--- config.mk ---
export PLATFORM = sky130hd
export DESIGN_NAME = rcs_seq_addsub
export DESIGN_NICKNAME = d
export VERILOG_FILES = /design/src/rtl/rcs_pkg.sv /design/src/rtl/rcs_slice.sv /design/src/rtl/rcs_seq_addsub.sv
export SDC_FILE = /design/constraint.sdc
export NUM_CORES = 1
export LEC_CHECK = 0
export BUFFER_PORTS_ARGS = -buffer_cell sky130_fd_sc_hd__buf_2
export CAP_MARGIN = 20
export CORE_AREA = 2 2 98 100
export CTS_CLUSTER_SIZE = 40
export DETAILED_ROUTE_END_ITERATION = 8
export DIE_AREA = 0 0 100 102
export PLACE_DENSITY = 0.78
export SLEW_MARGIN = 20
export SYNTH_ARGS = -nofsm -noshare
export SYNTH_HDL_FRONTEND = slang
export SYNTH_HIERARCHICAL = 1
export SYNTH_SLANG_ARGS = --single-unit
--- constraint.sdc ---
create_clock -name clk -period 5.42 [get_ports clk]
set_input_delay 0.271 -clock clk [delete_from_list [all_inputs] [get_ports clk]]
set_output_delay 0.271 -clock clk [all_outputs]
set_load 0.05 [all_outputs]
--- src/rtl/rcs_pkg.sv ---
// rcs_pkg: shared types and constants for the sequential ripple-carry
// adder/subtractor (rcs_seq_addsub) and its slice adder (rcs_slice).
//   state_e  - control FSM states
//   MODE_ADD / MODE_SUB - values of the 'mode' input
package rcs_pkg;

  typedef enum logic [1:0] {
    IDLE = 2'd0,
    BUSY = 2'd1,
    DONE = 2'd2
  } state_e;

  localparam logic MODE_ADD = 1'b0;
  localparam logic MODE_SUB = 1'b1;

endpackage

--- src/rtl/rcs_slice.sv ---
// rcs_slice: combinational CHUNK-bit ripple chain of full adders.
// Ports:
//   a, b   [CHUNK-1:0] in   slice operands (b already inverted for subtract)
//   cin            in   carry into bit 0
//   sum    [CHUNK-1:0] out  slice sum
//   cout           out  carry out of the slice MSB
//   c_msb          out  carry into the slice MSB (signed-overflow detection)
module rcs_slice #(
  parameter int CHUNK = 8
) (
  input  logic [CHUNK-1:0] a,
  input  logic [CHUNK-1:0] b,
  input  logic             cin,
  output logic [CHUNK-1:0] sum,
  output logic             cout,
  output logic             c_msb
);

  logic [CHUNK:0] c;

  assign c[0] = cin;

  for (genvar i = 0; i < CHUNK; i++) begin : g_fa
    assign sum[i]  = a[i] ^ b[i] ^ c[i];
    assign c[i+1]  = (a[i] & b[i]) | (c[i] & (a[i] ^ b[i]));
  end

  assign cout  = c[CHUNK];
  assign c_msb = c[CHUNK-1];

endmodule

--- src/rtl/rcs_seq_addsub.sv ---
// rcs_seq_addsub: multi-cycle ripple-carry adder/subtractor. A WIDTH-bit
// operand pair is processed CHUNK bits per clock; the inter-slice carry lives
// in a register. Result is ready NSLICE = WIDTH/CHUNK cycles after accept.
// Ports:
//   clk, rst_n          clock, asynchronous active-low reset
//   in_valid/in_ready   operand handshake (accept only in IDLE)
//   mode                0 = a+b, 1 = a-b (sampled on accept)
//   a, b   [WIDTH-1:0]  operands (sampled on accept)
//   out_valid/out_ready result handshake (held in DONE until out_ready)
//   sum    [WIDTH-1:0]  result modulo 2^WIDTH
//   carry               carry out of MSB (sub: 1 = no borrow)
//   ovf                 signed overflow; only computed when RCS_OVERFLOW_EN
//                       is defined, otherwise tied to 0
// Build option: `define RCS_OVERFLOW_EN to enable overflow detection.
module rcs_seq_addsub
  import rcs_pkg::*;
#(
  parameter int WIDTH = 32,
  parameter int CHUNK = 8
) (
  input  logic             clk,
  input  logic             rst_n,
  input  logic             in_valid,
  output logic             in_ready,
  input  logic             mode,
  input  logic [WIDTH-1:0] a,
  input  logic [WIDTH-1:0] b,
  output logic             out_valid,
  input  logic             out_ready,
  output logic [WIDTH-1:0] sum,
  output logic             carry,
  output logic             ovf
);

  localparam int NSLICE = WIDTH / CHUNK;
  localparam int IDXW   = (NSLICE > 1) ? $clog2(NSLICE) : 1;
  localparam logic [IDXW-1:0] LAST = IDXW'(NSLICE - 1);

  state_e            state_q, state_d;
  logic              rdy_q;      // low until the first edge after reset release
  logic [IDXW-1:0]   idx_q;
  logic [WIDTH-1:0]  a_q, b_q, sum_q;
  logic              cy_q;
  logic              accept;

  logic [CHUNK-1:0]  s_sum;
  logic              s_cout;

  assign in_ready  = rdy_q && (state_q == IDLE);
  assign out_valid = (state_q == DONE);
  assign accept    = in_valid && in_ready;
  assign sum       = sum_q;
  assign carry     = cy_q;

  // ---- FSM ----
  always_ff @(posedge clk or negedge rst_n) begin
    if (!rst_n) begin
      state_q <= IDLE;
      rdy_q   <= 1'b0;
    end else begin
      state_q <= state_d;
      rdy_q   <= 1'b1;
    end
  end

  always_comb begin
    state_d = state_q;
    case (state_q)
      IDLE:    if (accept)        state_d = BUSY;
      BUSY:    if (idx_q == LAST) state_d = DONE;
      DONE:    if (out_ready)     state_d = IDLE;
      default:                    state_d = IDLE;
    endcase
  end

  // ---- slice adder on the current chunk ----
`ifdef RCS_OVERFLOW_EN
  logic s_cmsb;
`endif

  rcs_slice #(.CHUNK(CHUNK)) u_slice (
    .a     (a_q[int'(idx_q)*CHUNK +: CHUNK]),
    .b     (b_q[int'(idx_q)*CHUNK +: CHUNK]),
    .cin   (cy_q),
    .sum   (s_sum),
    .cout  (s_cout),
`ifdef RCS_OVERFLOW_EN
    .c_msb (s_cmsb)
`else
    .c_msb ()
`endif
  );

  // ---- datapath ----
  // b is stored pre-inverted and the carry seeded with mode, so subtract is
  // a + ~b + 1 through the same ripple chain.
  always_ff @(posedge clk or negedge rst_n) begin
    if (!rst_n) begin
      a_q   <= '0;
      b_q   <= '0;
      sum_q <= '0;
      cy_q  <= 1'b0;
      idx_q <= '0;
    end else if (accept) begin
      a_q   <= a;
      b_q   <= (mode == MODE_SUB) ? ~b : b;
      cy_q  <= mode;
      idx_q <= '0;
    end else if (state_q == BUSY) begin
      sum_q[int'(idx_q)*CHUNK +: CHUNK] <= s_sum;
      cy_q  <= s_cout;
      idx_q <= (idx_q == LAST) ? '0 : idx_q + 1'b1;
    end
  end

`ifdef RCS_OVERFLOW_EN
  logic ovf_q;

  always_ff @(posedge clk or negedge rst_n) begin
    if (!rst_n)                                 ovf_q <= 1'b0;
    else if (accept)                            ovf_q <= 1'b0;
    else if (state_q == BUSY && idx_q == LAST)  ovf_q <= s_cmsb ^ s_cout;
  end

  assign ovf = ovf_q;
`else
  assign ovf = 1'b0;
`endif

endmodule
==> reports/summary.md <==
The flow ran to the end, and the final reports show no timing, DRC or antenna violations. The height of the die came out at 102 um. The startpoint identified for the worst hold timing path is a[17].

The clock power share is 0.112, and the latest clock arrival within the worst-skew pair is 0.36 ns. Pin placement for this block handled 105 I/O pins. The run gives 16.8 mm as the wire length of the first global-routing pass. Number of buffers on the longest clock path: 2.

The clock-pin transition on the worst setup and hold timing paths is 0.09 ns. The logs give 0.526 for the sequential area share after synthesis and 2.54 nW for the leakage power figure. After filler insertion, the fill cell instance count of the layout stands at 744.

Once detailed placement completed, the half-perimeter wirelength came to 7.49 mm. The share of power burned in registers was 0.353; the clock tree skew after final layout was 0.0122 ns. The overall power of the completed layout came out at 3.78 mW.

For the largest net degree at the start of global routing, the log shows 102. The floorplan step defined a core boundary enclosing 0.00911 sq mm. The post-synthesis instance area came out at 0.00485 sq mm. After synthesis, the largest family of logic cells by area is multiplexers.

The per-instance average area after synthesis was 12.5 sq um. The diode insertion count for antenna repair was 0. The detail route stage leaves a number of antenna-violating nets equal to 0. Origin of the worst setup path: idx_q[0]. The tools report the worst endpoint data arrival time as 4.93 ns. The effective utilization at floorplan was 0.533; the logic depth of the worst register-to-register path was 15.

CTS built an H-tree with a depth of 3. The share of synthesized area spent on multiplexers came out at 0.153. In this run, synthesis produced a sequential element count of 102. Measured along the x axis, the die boundary spans 100 um. On the worst path, the slowest cell contributes a delay of 0.60 ns. The fraction of final layout cells with drive strength greater than 1 came out at 0.362.

Counting every net in the synthesized netlist gives 471. The total count of max-transition violations in the final report came out at 0. Dividing the detail-routed via count by the number of cells gives 5.44. The run gives 581 as the number of placed instances, taps included. The worst path in the final design needs a cycle of 4.66 ns, including I/O delays and setup.

The most used cell along the critical path was sky130_fd_sc_hd__fa_1. The initialized floorplan defines 35 standard-cell rows. The post-synthesis compound-gate area fraction came out at 0.0831. The overall die area was 0.0102 sq mm; the setup TNS was 0 ns.

For the combined global-route utilization of all metal layers, the log shows 0.215. TritonCTS built the clock tree. The adder-cell area share of the yosys netlist was 0.0485.

The total count of hold-check failures in the final report was 0. The reg-to-reg startpoint is idx_q[0]. The cell count of the worst hold path is 2. Required time of the critical path: 5.69 ns. The maximum fanout along the worst path is 7, and the global-route congestion overflow total is 0. For the pin with the worst max-slew slack, the measured transition is 1.01 ns. Leaving out fill and tap cells, the most frequent cells in the layout are sky130_fd_sc_hd__dfrtp_1, sky130_fd_sc_hd__buf_2, sky130_fd_sc_hd__nand2_1. Gates resized during post-CTS repair numbered 0.

Setup violations remaining at the end of the flow were counted as 0. Setup repair after global routing left no endpoint under its margin. The worst register-to-register path has a setup slack of 0.76 ns.

The critical path goes through mux4_2, fa_1, inv_1, fa_1, inv_1, fa_1, fa_1, fa_1, fa_1, inv_1, fa_1, inv_1, fa_1, nand2_1, o21ai_0. The tree built by TritonCTS fans out to 102 sinks. The worst hold path terminates at a_q[17]. Count of distinct cell types in the synthesized netlist: 31. Worst-path cell with the longest stage delay: sky130_fd_sc_hd__dfrtp_1. The number of nets in the finished design is 565. The instance count of the mapped netlist came out at 388. The endpoint kind of the worst setup timing path was a flop. The first detailed-routing pass ran for 4 iterations.

The number of global-route vias before repair is 3401, and the highest clock rate is 0.214 GHz. In this run the power density over the cells is 679 mW/mm^2. The end-of-flow core utilization came out at 0.610.

Worst slew margin relative to its limit: 0.330. The count of cells in the finished layout, fillers not included, comes to 597. The run gives 6 as the count of warnings emitted by yosys. The worst setup path is of the reg -> reg kind. The fraction of power spent switching nets is 0.456, and the final routed DRC violation total is 0. The run gives 10.2 mm as the total detailed-routing wirelength. The clock tree root driver cell was sky130_fd_sc_hd__clkbuf_8. The worst setup path is launched from a flop. The worst register-to-register path ends at sum[15]. For the worst ir drop on vdd, the log shows 0.000355 V. The routed layout has 3245 vias.

The growth of design area from synthesis to finish was 14.6%; the count of input and output buffers was 103. The initial antenna violation count is 0. The reported net switching power was 1.72 mW. The class of the worst hold path was in -> reg.

The global placement routability congestion is 0.819, and the cell-internal power is 2.05 mW. The number of violations of the max-capacitance limit was 0; the part of the cycle the worst path needs was 0.860. The first routing iteration left 187 violations. After detailed routing, the average wire length per cell comes to 17.0 um. Buffers inserted during clock tree synthesis total 9.

Area fraction in and, or, nand and nor cells after synthesis: 0.0872. The post-synthesis share of cell area spent on xor and xnor gates was 0.0578. Combinational fraction of design power: 0.535.
cells in the mapped netlist (all sizes together):
| master | count | area, sq um |
|---|---|---|
| conb | 2 | 7.51 |
| ha | 6 | 75.1 |
| buf | 20 | 141 |
| nor2 | 33 | 124 |
| a21oi | 33 | 165 |
| nand3b | 4 | 37.5 |
| a22o | 16 | 140 |
| mux2i | 2 | 20.0 |
| dfrtp | 102 | 2550 |
| nand2b | 3 | 18.8 |
| nand2 | 34 | 128 |
| fa | 8 | 160 |
| o21ai | 18 | 90.1 |
| nor3b | 1 | 7.51 |
| mux2 | 32 | 360 |
| nor2b | 1 | 6.26 |
| clkbuf | 5 | 18.8 |
| or3 | 1 | 6.26 |
| o21bai | 1 | 7.51 |
| inv | 13 | 48.8 |
| nor4 | 1 | 21.3 |
| nor4bb | 2 | 35.0 |
| xnor2 | 32 | 280 |
| nor4b | 2 | 38.8 |
| mux4 | 16 | 360 |
per-layer routing:
layer	track usage	wire length [um]	vias to the layer above
met5	0	0	-
met1	0.283	4370	1606
met4	0.0864	180	0
met2	0.351	4930	109
met3	0.0499	683	16
li1	-	-	1514
cells by family after synthesis:
| logic type | after synthesis |
|---|---|
| mux | 50 |
| compound gates | 68 |
| fa+ha+maj | 14 |
| other cells | 2 |
| flops | 102 |
| simple gates | 82 |
| buf+inv | 38 |
| xor+xnor | 32 |
flip-flops by register name, indices dropped and copies added, names as in the netlist:
register  cells
a_q          32
b_q          32
carry         1
idx_q         2
rdy_q         1
state_q       2
sum          32
power groups by stage:
stage	logic, mW	registers [mW]	clock network (mW)
after global placement	1.95	1.33	0
after floorplan	1.23	1.55	0
final	2.02	1.33	0.422
after CTS	2.02	1.34	0.430
after detailed placement	2.01	1.35	0
after global routing	2.19	1.38	0.466
repair_timing:
item,CTS,global route
buffers inserted,0,0
endpoints found under the hold margin,45,0
hold buffers,1,0
layout make-up:
type	count	area, sq um	area share
multi-input cells	248	2100	0.377
well taps	111	139	0.0250
repair buffers	108	558	0.100
clock buffers	11	141	0.0254
inverters	13	48.8	0.00878
clock inverters	4	23.8	0.00428
flip-flops and latches	102	2550	0.459
through the flow:
stage	area, sq um	setup WS [ns]	hold WS (ns)
2_1_floorplan	4850	0.945	-0.0246
5_1_grt	5560	0.504	0.134
3_5_place_dp	5380	0.796	0.314
6_report	5560	0.756	0.140
4_1_cts	5550	0.730	0.126
3_3_place_gp	5380	0.949	0.292
worst max-delay path by stage:
stage / slack, ns / end
4_1_cts: 0.73 / sum[15]
3_5_place_dp: 0.80 / sum[15]
2_1_floorplan: 0.95 / sum[23]
3_3_place_gp: 0.95 / sum[15]
5_1_grt: 0.50 / sum[15]
6_report: 0.76 / sum[15]
critical path: cells and delay by family, from the launching register on:
family | cells | cell delay (ns)
fa+ha+maj | 8 | 2.88
flops | 1 | 0.60
mux | 1 | 0.58
buf+inv | 4 | 0.29
compound gates | 1 | 0.17
simple gates | 1 | 0.07
Power figures use the tool's default switching activity.
